--- src/rtl/rx_i2s.sv ---
// rx_i2s: I2S receiver oversampled on clk_i.
// Deserialises left/right words and emits them as MSB-first bytes.
`ifndef BIT_DEPTH_16
`define BIT_DEPTH_16 2'd0
`endif
`ifndef BIT_DEPTH_24
`define BIT_DEPTH_24 2'd1
`endif
`ifndef BIT_DEPTH_DOP
`define BIT_DEPTH_DOP 2'd2
`endif
`ifndef BIT_DEPTH_32
`define BIT_DEPTH_32 2'd3
`endif

module rx_i2s #(
  parameter int SYNC_STAGES = 2
) (
  input  logic       clk_i,
  input  logic       reset_n_i,
  input  logic       en_i,
  input  logic [1:0] bit_depth_i,
  input  logic       bclk_i,
  input  logic       lrck_i,
  input  logic       sdata_i,
  output logic [7:0] rd_data_o,
  output logic       rd_valid_o,
  input  logic       rd_ready_i,
  output logic       rd_right_o,
  output logic       rd_last_o,
  output logic       streaming_o,
  output logic       overflow_o,
  output logic       frame_err_o
);

  localparam int NS = (SYNC_STAGES < 2) ? 2 : SYNC_STAGES;

  typedef enum logic [1:0] {
    IDLE,
    WAIT_ALIGN,
    RECEIVE
  } state_e;

  state_e state_q, state_d;

  logic [NS-1:0] bclk_sy;
  logic [NS-1:0] lrck_sy;
  logic [NS-1:0] sdat_sy;
  logic          bclk_d;
  logic          lr_prev_q;
  logic          bclk_s;
  logic          lrck_s;
  logic          sdat_s;
  logic          rise;
  logic          boundary;

  logic [2:0]  dep_b_q;
  logic [2:0]  dep_b_d;
  logic [5:0]  depth;
  logic [5:0]  cnt_q;
  logic [5:0]  cnt_inc;
  logic [31:0] sh_q;
  logic [31:0] sh_shift;
  logic [31:0] word_lj;
  logic        word_done;
  logic        word_err;

  logic [31:0] ser_word;
  logic [2:0]  ser_cnt;
  logic        ser_right;
  logic        fire;
  logic        load;
  logic        ovf_q;
  logic        ferr_q;

  assign bclk_s   = bclk_sy[NS-1];
  assign lrck_s   = lrck_sy[NS-1];
  assign sdat_s   = sdat_sy[NS-1];
  assign rise     = bclk_s & ~bclk_d;
  assign boundary = rise & (lrck_s != lr_prev_q);
  assign depth    = {dep_b_q, 3'b000};

  // Synchronise the async pins and track lrck at each bclk rise.
  always_ff @(posedge clk_i or negedge reset_n_i) begin
    if (!reset_n_i) begin
      bclk_sy   <= '0;
      lrck_sy   <= '0;
      sdat_sy   <= '0;
      bclk_d    <= 1'b0;
      lr_prev_q <= 1'b0;
    end else begin
      bclk_sy <= {bclk_sy[NS-2:0], bclk_i};
      lrck_sy <= {lrck_sy[NS-2:0], lrck_i};
      sdat_sy <= {sdat_sy[NS-2:0], sdata_i};
      bclk_d  <= bclk_s;
      if (rise) begin
        lr_prev_q <= lrck_s;
      end
    end
  end

  // Decode the requested depth into bytes per sample.
  always_comb begin
    dep_b_d = 3'd2;
    unique case (bit_depth_i)
      `BIT_DEPTH_16:  dep_b_d = 3'd2;
      `BIT_DEPTH_24:  dep_b_d = 3'd3;
      `BIT_DEPTH_DOP: dep_b_d = 3'd3;
      `BIT_DEPTH_32:  dep_b_d = 3'd4;
    endcase
  end

  // Shift candidate and MSB-justified word for handoff.
  always_comb begin
    cnt_inc  = (cnt_q == 6'd63) ? cnt_q : cnt_q + 6'd1;
    sh_shift = (cnt_q < depth) ? {sh_q[30:0], sdat_s} : sh_q;
    word_lj  = sh_shift;
    unique case (dep_b_q)
      3'd2:    word_lj = {sh_shift[15:0], 16'h0000};
      3'd3:    word_lj = {sh_shift[23:0], 8'h00};
      default: word_lj = sh_shift;
    endcase
  end

  // Next-state logic and word completion / framing checks.
  always_comb begin
    state_d   = state_q;
    word_done = 1'b0;
    word_err  = 1'b0;
    unique case (state_q)
      IDLE: begin
        if (en_i) state_d = WAIT_ALIGN;
      end
      WAIT_ALIGN: begin
        if (boundary && !lrck_s) state_d = RECEIVE;
      end
      RECEIVE: begin
        if (boundary) begin
          if (cnt_inc >= depth) word_done = 1'b1;
          else                  word_err  = 1'b1;
        end
      end
      default: state_d = IDLE;
    endcase
    if (!en_i) begin
      state_d   = IDLE;
      word_done = 1'b0;
      word_err  = 1'b0;
    end
  end

  // State register and depth latch on IDLE exit.
  always_ff @(posedge clk_i or negedge reset_n_i) begin
    if (!reset_n_i) begin
      state_q <= IDLE;
      dep_b_q <= 3'd0;
    end else begin
      state_q <= state_d;
      if (state_q == IDLE && en_i) begin
        dep_b_q <= dep_b_d;
      end
    end
  end

  // Deserialiser: shift bits in, clear at each boundary.
  always_ff @(posedge clk_i or negedge reset_n_i) begin
    if (!reset_n_i) begin
      cnt_q <= '0;
      sh_q  <= '0;
    end else if (state_q != RECEIVE || !en_i) begin
      cnt_q <= '0;
      sh_q  <= '0;
    end else if (rise) begin
      if (boundary) begin
        cnt_q <= '0;
        sh_q  <= '0;
      end else begin
        cnt_q <= cnt_inc;
        sh_q  <= sh_shift;
      end
    end
  end

  assign fire = rd_valid_o & rd_ready_i;
  assign load = word_done &
                ((ser_cnt == 3'd0) | (fire & (ser_cnt == 3'd1)));

  // Serialiser: one held word, emitted a byte per handshake.
  always_ff @(posedge clk_i or negedge reset_n_i) begin
    if (!reset_n_i) begin
      ser_word  <= '0;
      ser_cnt   <= '0;
      ser_right <= 1'b0;
      ovf_q     <= 1'b0;
      ferr_q    <= 1'b0;
    end else if (!en_i) begin
      ser_word  <= '0;
      ser_cnt   <= '0;
      ser_right <= 1'b0;
      ovf_q     <= 1'b0;
      ferr_q    <= 1'b0;
    end else begin
      if (load) begin
        ser_word  <= word_lj;
        ser_cnt   <= dep_b_q;
        ser_right <= lr_prev_q;
      end else if (fire) begin
        ser_word <= {ser_word[23:0], 8'h00};
        ser_cnt  <= ser_cnt - 3'd1;
      end
      ovf_q  <= word_done & ~load;
      ferr_q <= word_err;
    end
  end

  assign rd_data_o   = ser_word[31:24];
  assign rd_valid_o  = (ser_cnt != 3'd0);
  assign rd_last_o   = (ser_cnt == 3'd1);
  assign rd_right_o  = ser_right;
  assign streaming_o = (state_q == RECEIVE);
  assign overflow_o  = ovf_q;
  assign frame_err_o = ferr_q;

endmodule

--- config.mk ---
export PLATFORM = sky130hd
export DESIGN_NAME = rx_i2s
export DESIGN_NICKNAME = d
export VERILOG_FILES = /design/src/rtl/rx_i2s.sv
export SDC_FILE = /design/constraint.sdc
export NUM_CORES = 1
export LEC_CHECK = 0
export ABC_AREA = 1
export BUFFER_PORTS_ARGS = -buffer_cell sky130_fd_sc_hd__buf_2
export CAP_MARGIN = 5
export CORE_ASPECT_RATIO = 0.7
export CORE_MARGIN = 2
export CORE_UTILIZATION = 24
export CTS_BUF_LIST = sky130_fd_sc_hd__clkbuf_4
export DETAILED_ROUTE_END_ITERATION = 6
export SLEW_MARGIN = 20
export SYNTH_ARGS = -nofsm -noshare
export SYNTH_HDL_FRONTEND = slang
export SYNTH_SLANG_ARGS = --single-unit
--- constraint.sdc ---
create_clock -name clk_i -period 4 [get_ports clk_i]
set_input_delay 0.6 -clock clk_i [delete_from_list [all_inputs] [get_ports clk_i]]
set_output_delay 0.6 -clock clk_i [all_outputs]
set_load 0.1 [all_outputs]
==> summary.txt, run 1 <==
class of the tightest hold or removal check -> input pin to asynchronous set/reset pin
Clock Skews -> 0.0210 ns
status -> finished, final reports clean
critical path endpoint category -> flip-flop
Buf+Inv Stages, Crit Path -> 1
die area -> 21800 µm²
largest driver fanout on the critical path -> 33
post-synthesis net count -> 684
Synth Register Bits -> 89
final count of hold timing violations -> 0
maximum frequency from static timing analysis -> 0.310 GHz
VDD IR max -> 0.443 mV
Mapped Cells -> 664
number of diodes added for antenna fixing -> 0
RSZ-0062 raised after global routing -> false
Worst Setup Start Kind -> flip-flop
Initial Util -> 24.7%
Crit path largest cell delay -> 0.46 ns
Area growth syn-to-layout -> 8.89%
cell with the biggest individual delay on the critical path -> sky130_fd_sc_hd__dfrtp_1
total negative setup slack -> 0 ns
power density relative to cell area -> 378 nW/µm²
CP required -> 4.40 ns
area post-placement -> 5250 µm²
overall track demand over capacity in global routing -> 11.9%
clock sink count -> 89
total power consumption of the routed design -> 2.04 mW
number of different library cells in the post-synthesis netlist -> 32
root buffer cell -> sky130_fd_sc_hd__clkbuf_4
via count -> 4329
vias in the first global route -> 4019
post-detailed-route via-to-cell ratio -> 4.61
antenna violations before repair -> 0
global placer's final weighted congestion -> 0.808
Post-Place Cells -> 924
post-synthesis average cell area -> 7.46 µm²
largest net degree at the start of global routing -> 71
number of cells upsized or downsized after cts -> 0
Max Cap Violations -> 0
CTS Buf Count -> 9
Iteration-0 DRC Markers -> 416
Setup Fix Bufs, Post-CTS -> 0
DRC -> 0
first-pass detailed-route iteration total -> 5
Worst Setup Slack post-DPL -> 0.842 ns
count of input and output buffers -> 22
Leak Pwr -> 2.68 nW
number of hold-repair buffers added at the cts stage -> 0
core footprint -> 20000 µm²
post-synthesis cell area -> 4950 µm²
ports placed on the boundary -> 23
worst flop-to-flop path startpoint -> cnt_q[0]
CTS tree -> done
critical-path cell list -> ha_1 > nand3_2 > nand2_1 > o21ai_0 > nand2_1 > ha_1 > nand2_1 > nor2_1 > a211oi_1 > nand2_2 > nand3_4 > nand2_4 > inv_2 > nand2_1 > o21ai_1
shortest period the worst path allows -> 3.22 ns
number of buffers on the longest clock path -> 2
worst slew margin relative to its limit -> 34.5%
clock transition at the registers of the reported paths -> 0.15 ns
share of post-route cells with drive strength above 1 -> 9.40%
Synth warnings -> 0
cell family with most CP delay -> simple AND/OR/NAND/NOR gates
die height -> 124 µm
net count reported at finish -> 685
# rows -> 43
Final Worst Setup Slack -> 0.777 ns
proportion of synthesized chip area in sequential cells -> 45.0%
final design instance area without fill -> 5390 µm²
number of nets with antenna violations after detailed routing -> 0
source-to-sink clock delay at the later pin of the worst-skew pair -> 0.49 ns
path type of the worst setup path -> flip-flop to flip-flop
die outline width -> 176 µm
worst path arrival time -> 3.63 ns
count of final max-slew check failures -> 0
Detail Placement HPWL -> 8410 µm
wirelength, routed -> 12300 µm
Final period util -> 80.6%
wire length of the first global-routing pass -> 20700 µm
final hold slack -> 0.218 ns
depth of the CTS H-tree -> 3
worst setup path start -> cnt_q[0]
most common cell type on the critical path -> sky130_fd_sc_hd__nand2_1
Tightest Pin Transition -> 0.981 ns
post-layout util -> 26.9%
final non-filler cell total -> 940
routed len/inst -> 13.0 µm
setup violators final -> 0
total congestion overflow after global routing -> 0
## cell usage after synthesis (all sizes together)
library cell | instances | area share [%]
clkbuf | 17 | 1.3
xor2 | 3 | 0.53
o21bai | 1 | 0.15
nand2 | 229 | 18
nand3 | 143 | 15
a21oi | 9 | 1.1
ha | 11 | 2.8
nor2 | 15 | 1.7
inv | 57 | 4.3
nand4 | 1 | 0.13
o22ai | 13 | 1.6
dfrtp | 89 | 45
mux2 | 1 | 0.23
o21ai | 43 | 4.3
o211ai | 2 | 0.30
nor3 | 6 | 0.71
buf | 22 | 3.0
a211oi | 1 | 0.15
or2 | 1 | 0.13
## power breakdown
part | switching, mW | leakage, nW | internal (mW)
Clock | 0.374 | 0.0762 | 0.146
Sequential | 0.0298 | 1.21 | 0.934
Combinational | 0.427 | 1.39 | 0.129
## cell type report
cell class	count	area [µm²]
Sequential cell	89	2230
Inverter	57	214
Fill cell	2236	14600
Tap cell	270	338
Clock inverter	7	71.3
Multi-Input combinational cell	479	2310
Timing Repair Buffer	29	165
Clock buffer	9	67.6
## logic make-up after synthesis
kind of cell,count (synthesis),synth area share [%]
flip-flops,89,45.0
AO/OA/AOI/OAI,69,7.73
AND/OR/NAND/NOR,395,35.1
buffers and inverters,96,8.62
multiplexers,1,0.227
adder cells (fa/ha/maj),11,2.78
XOR/XNOR,3,0.531
## final timing paths
| check | endpoint | slack [ns] | cells past startpoint |
|---|---|---|---|
| worst max-delay path | ser_word[3] | 0.78 | 15 |
| worst min-delay path | bclk_sy[0] | 0.22 | 1 |
| worst max register to register | ser_word[3] | 0.78 | 15 |
| worst min register to register | sdat_sy[1] | 0.37 | 0 |
| max in group asynchronous | sh_q[26] | 2.97 | 2 |
| min in group clk_i | sdat_sy[0] | 0.22 | 1 |
## routing by layer
metal,track usage (%),part of all wire [%],vias up
li1,-,-,2169
met1,18.5,54,2022
met2,16.7,40,127
met3,2.63,5.6,11
met4,2.17,0.72,0
met5,0,0,-
## state kept, by name, indices dropped and copies added (netlist names), 2 cells and up
signal and flops:
bclk_sy 2, ser_cnt 3, state_q 2, dep_b_q 3, sdat_sy 2, cnt_q 6
lrck_sy 2, sh_q 32, ser_word 32
## cell usage in the layout, fill, tap and decap left out
master	synthesis	final
sky130_fd_sc_hd__nand4_1	1	1
sky130_fd_sc_hd__clkinv_4	0	2
sky130_fd_sc_hd__o211ai_1	2	2
sky130_fd_sc_hd__buf_4	8	8
sky130_fd_sc_hd__or2_2	1	1
sky130_fd_sc_hd__nor2_1	11	10
sky130_fd_sc_hd__nand2_2	3	3
sky130_fd_sc_hd__nor2_2	2	3
sky130_fd_sc_hd__a21oi_4	1	1
sky130_fd_sc_hd__nor3_1	5	5
sky130_fd_sc_hd__dfrtp_1	89	89
sky130_fd_sc_hd__nor3_2	1	1
sky130_fd_sc_hd__xor2_1	3	3
sky130_fd_sc_hd__nand3_1	141	140
sky130_fd_sc_hd__ha_1	11	11
sky130_fd_sc_hd__clkbuf_4	0	9
sky130_fd_sc_hd__o21bai_1	1	1
sky130_fd_sc_hd__inv_2	1	1
sky130_fd_sc_hd__inv_1	56	56
sky130_fd_sc_hd__o22ai_1	13	13
sky130_fd_sc_hd__o21ai_1	8	8
sky130_fd_sc_hd__nand2_1	225	225
sky130_fd_sc_hd__a211oi_1	1	1
sky130_fd_sc_hd__clkinv_8	0	1
sky130_fd_sc_hd__a21oi_1	8	7
sky130_fd_sc_hd__inv_8	0	1
sky130_fd_sc_hd__nand2_4	1	1
sky130_fd_sc_hd__mux2_2	1	1
sky130_fd_sc_hd__buf_2	11	21
sky130_fd_sc_hd__o21ai_0	35	35
sky130_fd_sc_hd__nor2_4	1	1
sky130_fd_sc_hd__inv_6	0	3
sky130_fd_sc_hd__nand3_2	1	2
sky130_fd_sc_hd__nand3_4	1	1
sky130_fd_sc_hd__nor2_8	1	1
sky130_fd_sc_hd__a21oi_2	0	1
Power figures use the tool's default switching activity.
==> run 2, diff against run 1 <==
--- a/config.mk
+++ b/config.mk
@@ -5,7 +5,7 @@
 export SDC_FILE = /design/constraint.sdc
 export NUM_CORES = 1
 export LEC_CHECK = 0
-export ABC_AREA = 1
+export ABC_AREA = 0
 export BUFFER_PORTS_ARGS = -buffer_cell sky130_fd_sc_hd__buf_2
 export CAP_MARGIN = 5
 export CORE_ASPECT_RATIO = 0.7
==> constraint.sdc (replaced) <==
create_clock -name clk_i -period 3.25 [get_ports clk_i]
set_input_delay 0.4875 -clock clk_i [delete_from_list [all_inputs] [get_ports clk_i]]
set_output_delay 0.4875 -clock clk_i [all_outputs]
set_load 0.1 [all_outputs]
==> summary.txt, run 2 <==
most frequently used cell type in the post-synthesis netlist -> sky130_fd_sc_hd__dfrtp_1
die outline width -> 174 µm (-0.89%)
final non-filler cell total -> 749 (-20%)
most frequent cells after synthesis -> sky130_fd_sc_hd__dfrtp_1, sky130_fd_sc_hd__mux2i_1, sky130_fd_sc_hd__nand2_1, sky130_fd_sc_hd__a21oi_1, sky130_fd_sc_hd__a22o_1
M2 GR Usage -> 15.4% (-1.3 points)
proportion of synthesized chip area in sequential cells -> 45.8% (+0.83 points)
Leak Pwr -> 2.52 nW (-5.8%)
overall track demand over capacity in global routing -> 12.1% (+0.18 points)
shortest period the worst path allows -> 3.05 ns (-0.170 ns)
Final period util -> 94.0% (+13 points)
net count reported at finish -> 494 (-28%)
die area -> 21400 µm² (-1.8%)
leading area contributor after synthesis -> sky130_fd_sc_hd__dfrtp_1
path type of the worst setup path -> flip-flop to flip-flop
Iteration-0 DRC Markers -> 339 (-19%)
total power consumption of the routed design -> 2.51 mW (+23%)
Synth Register Bits -> 89 (unchanged)
top cells by area in the synthesized netlist -> sky130_fd_sc_hd__dfrtp_1, sky130_fd_sc_hd__mux2i_1, sky130_fd_sc_hd__a22o_1, sky130_fd_sc_hd__nand2_1, sky130_fd_sc_hd__a21oi_1
post-synthesis average cell area -> 10.4 µm² (+40%)
antenna violations before repair -> 0 (unchanged)
final design instance area without fill -> 5400 µm² (+0.16%)
RSZ-0062 raised after global routing -> false
count of input and output buffers -> 22 (unchanged)
Worst Setup Start Kind -> flip-flop
share of flip-flops with an asynchronous set or reset -> 100% (unchanged)
worst slew margin relative to its limit -> 52.8% (+18 points)
depth of the CTS H-tree -> 3 (unchanged)
Worst Setup Slack post-DPL -> 0.265 ns (-0.576 ns)
number of buffers on the longest clock path -> 2 (unchanged)
Mapped Cells -> 467 (-30%)
total congestion overflow after global routing -> 0 (unchanged)
DRC -> 0 (unchanged)
Tightest Pin Transition -> 0.688 ns (-0.293 ns)
first-pass detailed-route iteration total -> 5 (unchanged)
status -> finished, final reports clean
main flop type after synthesis -> sky130_fd_sc_hd__dfrtp_1
worst path arrival time -> 3.47 ns (-0.16 ns)
Clock Skews -> 0.0254 ns (+0.00436 ns)
number of flops mapped to enable cells by yosys -> 0 (unchanged)
count of final max-slew check failures -> 0 (unchanged)
class of the tightest hold or removal check -> input pin to asynchronous set/reset pin
largest driver fanout on the critical path -> 22 (-33%)
Synth warnings -> 0 (unchanged)
wire length of the first global-routing pass -> 20200 µm (-2.6%)
Initial Util -> 24.5% (-0.25 points)
commonest cells after routing, fill and taps aside -> sky130_fd_sc_hd__dfrtp_1, sky130_fd_sc_hd__nand2_1, sky130_fd_sc_hd__mux2i_1
via count -> 3682 (-15%)
number of cells upsized or downsized after cts -> 0 (unchanged)
post-synthesis net count -> 487 (-29%)
Area growth syn-to-layout -> 11.1%
GR Util met3 -> 4.09% (+1.5 points)
CP required -> 3.66 ns (-0.74 ns)
source-to-sink clock delay at the later pin of the worst-skew pair -> 0.47 ns (-0.02 ns)
top cell type's share of synthesized area -> 45.8% (+0.83 points)
clock sink count -> 89 (unchanged)
post-layout util -> 27.2% (+0.26 points)
share of post-route cells with drive strength above 1 -> 17.3% (+7.9 points)
ports placed on the boundary -> 23 (unchanged)
critical path endpoint category -> flip-flop
CTS Buf Count -> 9 (unchanged)
Detail Placement HPWL -> 8270 µm (-1.6%)
Final Worst Setup Slack -> 0.196 ns (-0.580 ns)
number of hold-repair buffers added at the cts stage -> 0 (unchanged)
number of different library cells in the post-synthesis netlist -> 47 (+47%)
most common cell after layout, fill and taps aside -> sky130_fd_sc_hd__dfrtp_1
post-detailed-route via-to-cell ratio -> 4.92 (+6.7%)
post-synthesis cell area -> 4860 µm² (-1.8%)
final count of hold timing violations -> 0 (unchanged)
die height -> 123 µm (-0.89%)
number of diodes added for antenna fixing -> 0 (unchanged)
routed len/inst -> 16.3 µm (+25%)
root buffer cell -> sky130_fd_sc_hd__clkbuf_4
setup violators final -> 0 (unchanged)
Max Cap Violations -> 0 (unchanged)
CTS tree -> done
largest net degree at the start of global routing -> 90 (+27%)
final hold slack -> 0.0462 ns (-0.172 ns)
wirelength, routed -> 12200 µm (-0.40%)
total negative setup slack -> 0 ns (unchanged)
global placer's final weighted congestion -> 0.809 (about the same)
VDD IR max -> 0.147 mV (-67%)
maximum frequency from static timing analysis -> 0.327 GHz (+5.6%)
clock transition at the registers of the reported paths -> 0.15 ns (about the same)
core footprint -> 19900 µm² (-0.81%)
Largest regs -> ser_word: 32 flops, sh_q: 32 flops, cnt_q: 6 flops
area post-placement -> 5240 µm² (-0.26%)
Setup Fix Bufs, Post-CTS -> 0 (unchanged)
Most Used Layer, Global Route -> met1
vias in the first global route -> 3647 (-9.3%)
Post-Place Cells -> 733 (-21%)
number of nets with antenna violations after detailed routing -> 0 (unchanged)
fraction of met1 tracks used by global routing -> 18.6% (+0.13 points)
power density relative to cell area -> 464 nW/µm² (+23%)
# rows -> 43 (unchanged)
-- run 2: changes by cell type after synthesis, moves of 8 or more --
cell	previous run	this run
sky130_fd_sc_hd__a22oi_1	0	9
sky130_fd_sc_hd__mux2i_1	0	41
sky130_fd_sc_hd__mux2_4	0	9
sky130_fd_sc_hd__a21o_1	0	18
sky130_fd_sc_hd__a211oi_1	1	9
sky130_fd_sc_hd__a22o_1	0	25
sky130_fd_sc_hd__nand3_1	141	24
sky130_fd_sc_hd__nand2_1	225	41
sky130_fd_sc_hd__inv_1	56	7
sky130_fd_sc_hd__a31o_2	0	8
sky130_fd_sc_hd__a21oi_1	8	28
sky130_fd_sc_hd__nor2_1	11	19
sky130_fd_sc_hd__o21ai_0	35	13
-- run 2: layout make-up --
| type | instances | area [µm²] |
|---|---|---|
| Sequential cell | 89 | 2230 |
| Clock inverter | 7 | 93.8 |
| Timing Repair Buffer | 38 | 258 |
| Inverter | 7 | 26.3 |
| Multi-Input combinational cell | 329 | 2390 |
| Fill cell | 2107 | 14500 |
| Tap cell | 270 | 338 |
| Clock buffer | 9 | 67.6 |
-- run 2: metal layers --
metal	wire length (µm)	share of wire [%]
met1	6650	54
met2	4500	37
met3	957	7.8
met4	107	0.88
met5	0	0
-- run 2: power by group --
part | switching, mW | total, mW | leakage [nW] | internal [mW]
sequential | 0.0302 | 1.16 | 1.22 | 1.13
combinational | 0.438 | 0.615 | 1.22 | 0.177
clock | 0.418 | 0.730 | 0.0839 | 0.312
-- run 2: critical path, stage by stage, from the launching register on --
cell and delay (ns):
sky130_fd_sc_hd__dfrtp_1 0.45, sky130_fd_sc_hd__ha_1 0.28, sky130_fd_sc_hd__and3_1 0.23, sky130_fd_sc_hd__nand3b_1 0.19
sky130_fd_sc_hd__o21a_1 0.12, sky130_fd_sc_hd__ha_1 0.30, sky130_fd_sc_hd__nand3_1 0.08, sky130_fd_sc_hd__nor4b_1 0.30
sky130_fd_sc_hd__a221o_1 0.28, sky130_fd_sc_hd__and2_4 0.39, sky130_fd_sc_hd__buf_4 0.24, sky130_fd_sc_hd__a31o_2 0.15
-- run 2: path summary, 6_finish.rpt --
path | start | end | slack [ns] | depth (start not counted)
max | cnt_q[0] | ser_word[29] | 0.20 | 11
min | reset_n_i | ser_word[3] | 0.05 | 2
max reg2reg | cnt_q[0] | ser_word[29] | 0.20 | 11
min reg2reg | lrck_sy[0] | lrck_sy[1] | 0.37 | 0
max in group asynchronous | reset_n_i | sh_q[11] | 2.80 | 2
min in group clk_i | bclk_i | bclk_sy[0] | 0.11 | 1
-- run 2: cell families after synthesis --
logic type	count (synthesis)	share of synthesized area, %
xor gates and xnor gates	4	0.721
DFF	89	45.8
AOI/OAI and AO/OA	149	21.8
buffers and inverters	49	5.17
adders and majority gates	11	2.83
and+or+nand+nor	107	10.6
muxes	58	13.1
==> run 3, diff against run 2 <==
--- a/config.mk
+++ b/config.mk
@@ -7,11 +7,11 @@
 export LEC_CHECK = 0
 export ABC_AREA = 0
 export BUFFER_PORTS_ARGS = -buffer_cell sky130_fd_sc_hd__buf_2
-export CAP_MARGIN = 5
+export CAP_MARGIN = 20
 export CORE_ASPECT_RATIO = 0.7
-export CORE_MARGIN = 2
+export CORE_MARGIN = 8
 export CORE_UTILIZATION = 24
-export CTS_BUF_LIST = sky130_fd_sc_hd__clkbuf_4
+export CTS_BUF_LIST = sky130_fd_sc_hd__clkbuf_8 sky130_fd_sc_hd__clkbuf_16
 export DETAILED_ROUTE_END_ITERATION = 6
 export SLEW_MARGIN = 20
 export SYNTH_ARGS = -nofsm -noshare
==> summary.txt, run 3 (same netlist as run 2, synthesis figures left out) <==
count of final max-slew check failures -> 0 (unchanged)
Register Area -> 2230 µm² (unchanged)
die height -> 135 µm (+9.7%)
RSZ-0062 raised after global routing -> false
net count reported at finish -> 496 (+0.40%)
overall track demand over capacity in global routing -> 10.1% (-2.0 points)
Iteration-0 DRC Markers -> 275 (-19%)
CTS tree -> done
root buffer cell -> sky130_fd_sc_hd__clkbuf_16
source-to-sink clock delay at the later pin of the worst-skew pair -> 0.35 ns (-0.12 ns)
global placer's final weighted congestion -> 0.792 (-2.1%)
worst reg-to-reg path cell count -> 10 (-1)
number of hold-repair buffers added at the cts stage -> 0 (unchanged)
area post-placement -> 5240 µm² (about the same)
worst path arrival time -> 3.31 ns (-0.16 ns)
power density relative to cell area -> 527 nW/µm² (+13%)
total negative setup slack -> 0 ns (unchanged)
core footprint -> 19900 µm² (unchanged)
Clock Skews -> 0.0129 ns (-0.0125 ns)
Area growth syn-to-layout -> 14.6%
CP required -> 3.48 ns (-0.18 ns)
antenna violations before repair -> 0 (unchanged)
wirelength, routed -> 12300 µm (+0.50%)
Final period util -> 95.0% (+1.1 points)
Detail Placement HPWL -> 8590 µm (+3.9%)
via count -> 3655 (-0.73%)
shortest period the worst path allows -> 3.09 ns (+0.0345 ns)
die outline width -> 186 µm (+6.9%)
Multi-input gate area -> 2390 µm² (unchanged)
largest net degree at the start of global routing -> 48 (-47%)
worst setup path start -> cnt_q[0]
clock sink count -> 89 (unchanged)
maximum frequency from static timing analysis -> 0.324 GHz (-1.1%)
worst slew margin relative to its limit -> 49.0% (-3.8 points)
VDD IR max -> 0.253 mV (+72%)
number of buffers on the longest clock path -> 2 (unchanged)
# rows -> 43 (unchanged)
Setup Fix Bufs, Post-CTS -> 0 (unchanged)
class of the tightest hold or removal check -> input pin to asynchronous set/reset pin
first-pass detailed-route iteration total -> 6 (+1)
clock transition at the registers of the reported paths -> 0.07 ns (-0.08 ns)
Max Cap Violations -> 0 (unchanged)
Worst Setup Start Kind -> flip-flop
ports placed on the boundary -> 23 (unchanged)
total congestion overflow after global routing -> 0 (unchanged)
Largest regs -> ser_word: 32 flops, sh_q: 32 flops, cnt_q: 6 flops
most common cell after layout, fill and taps aside -> sky130_fd_sc_hd__dfrtp_1
depth of the CTS H-tree -> 3 (unchanged)
worst flop-to-flop path startpoint -> cnt_q[0]
share of post-route cells with drive strength above 1 -> 17.9% (+0.55 points)
largest driver fanout on the critical path -> 26 (+18%)
final design instance area without fill -> 5570 µm² (+3.1%)
Post-Place Cells -> 735 (+0.27%)
post-detailed-route via-to-cell ratio -> 4.87 (-1.0%)
Initial Util -> 24.5% (unchanged)
final non-filler cell total -> 751 (+0.27%)
status -> finished, final reports clean
setup violators final -> 0 (unchanged)
routed len/inst -> 16.3 µm (+0.23%)
DRC -> 0 (unchanged)
number of diodes added for antenna fixing -> 0 (unchanged)
Leak Pwr -> 2.60 nW (+3.2%)
number of cells upsized or downsized after cts -> 0 (unchanged)
commonest cells after routing, fill and taps aside -> sky130_fd_sc_hd__dfrtp_1, sky130_fd_sc_hd__nand2_1, sky130_fd_sc_hd__mux2i_1
number of nets with antenna violations after detailed routing -> 0 (unchanged)
number of filler instances in the final layout -> 2076 (-1.5%)
total power consumption of the routed design -> 2.93 mW (+17%)
die area -> 25100 µm² (+17%)
final count of hold timing violations -> 0 (unchanged)
Tightest Pin Transition -> 0.762 ns (+0.0732 ns)
vias in the first global route -> 3493 (-4.2%)
critical path endpoint category -> flip-flop
count of input and output buffers -> 22 (unchanged)
wire length of the first global-routing pass -> 19900 µm (-1.6%)
path type of the worst setup path -> flip-flop to flip-flop
CTS Buf Count -> 9 (unchanged)
-- run 3: cell types whose count changed in the layout (fill, tap and decap cells not counted) --
cell / before / now
sky130_fd_sc_hd__buf_12: 2 / 1
sky130_fd_sc_hd__buf_4: 15 / 17
sky130_fd_sc_hd__clkbuf_4: 9 / 0
sky130_fd_sc_hd__clkinv_1: 1 / 0
sky130_fd_sc_hd__inv_6: 1 / 3
sky130_fd_sc_hd__buf_6: 0 / 1
sky130_fd_sc_hd__clkbuf_16: 0 / 9
sky130_fd_sc_hd__clkinv_4: 1 / 0
-- run 3: report_power, final --
part | total, mW | switching, mW | internal, mW
clock network | 1.14 | 0.461 | 0.681
logic | 0.634 | 0.448 | 0.186
registers | 1.16 | 0.0272 | 1.13
total | 2.93 | 0.935 | 2.00
-- run 3: metal layers --
metal | GRT usage (%) | up-vias | share of wire, %
met2 | 12.3 | 88 | 38
li1 | - | 1735 | -
met3 | 2.60 | 6 | 7.1
met1 | 16.3 | 1826 | 54
met4 | 2.73 | 0 | 0.58
met5 | 0 | - | 0
-- run 3: final cells by class --
| type | count | area share (%) |
|---|---|---|
| Multi-Input combinational cell | 329 | 42.9 |
| Sequential cell | 89 | 40.0 |
| Tap cell | 270 | 6.06 |
| Timing Repair Buffer | 40 | 4.74 |
| Clock buffer | 9 | 4.04 |
| Clock inverter | 7 | 1.77 |
| Inverter | 7 | 0.472 |
-- run 3: path summary, 6_finish.rpt --
kind                                 to  slack [ns]
min in group clk_i           bclk_sy[0]        0.24
setup reg to reg           ser_word[15]        0.16
hold / removal             ser_word[18]        0.16
max in group asynchronous      sh_q[15]        2.31
hold reg to reg              sdat_sy[1]        0.35
setup / recovery           ser_word[15]        0.16
-- run 3: worst max-delay path: stages, from the launching register on --
cell                       delay [ns]
sky130_fd_sc_hd__dfrtp_1         0.42
sky130_fd_sc_hd__ha_1            0.28
sky130_fd_sc_hd__and3_1          0.23
sky130_fd_sc_hd__nand3b_1        0.18
sky130_fd_sc_hd__o21a_1          0.12
sky130_fd_sc_hd__ha_1            0.30
sky130_fd_sc_hd__nand3_1         0.07
sky130_fd_sc_hd__nor4b_1         0.36
sky130_fd_sc_hd__a221o_1         0.26
sky130_fd_sc_hd__and2_4          0.41
sky130_fd_sc_hd__mux2_4          0.33
-- run 3: through the flow --
step           hold WS (ns)  worst slack (ns)  utilization [%]
2_1_floorplan         0.192             0.490                -
3_3_place_gp          0.332             0.326             26.4
3_5_place_dp          0.342             0.211             26.4
4_1_cts               0.170             0.194             28.0
5_1_grt               0.202            0.0401             28.1
6_report              0.159             0.162             28.1
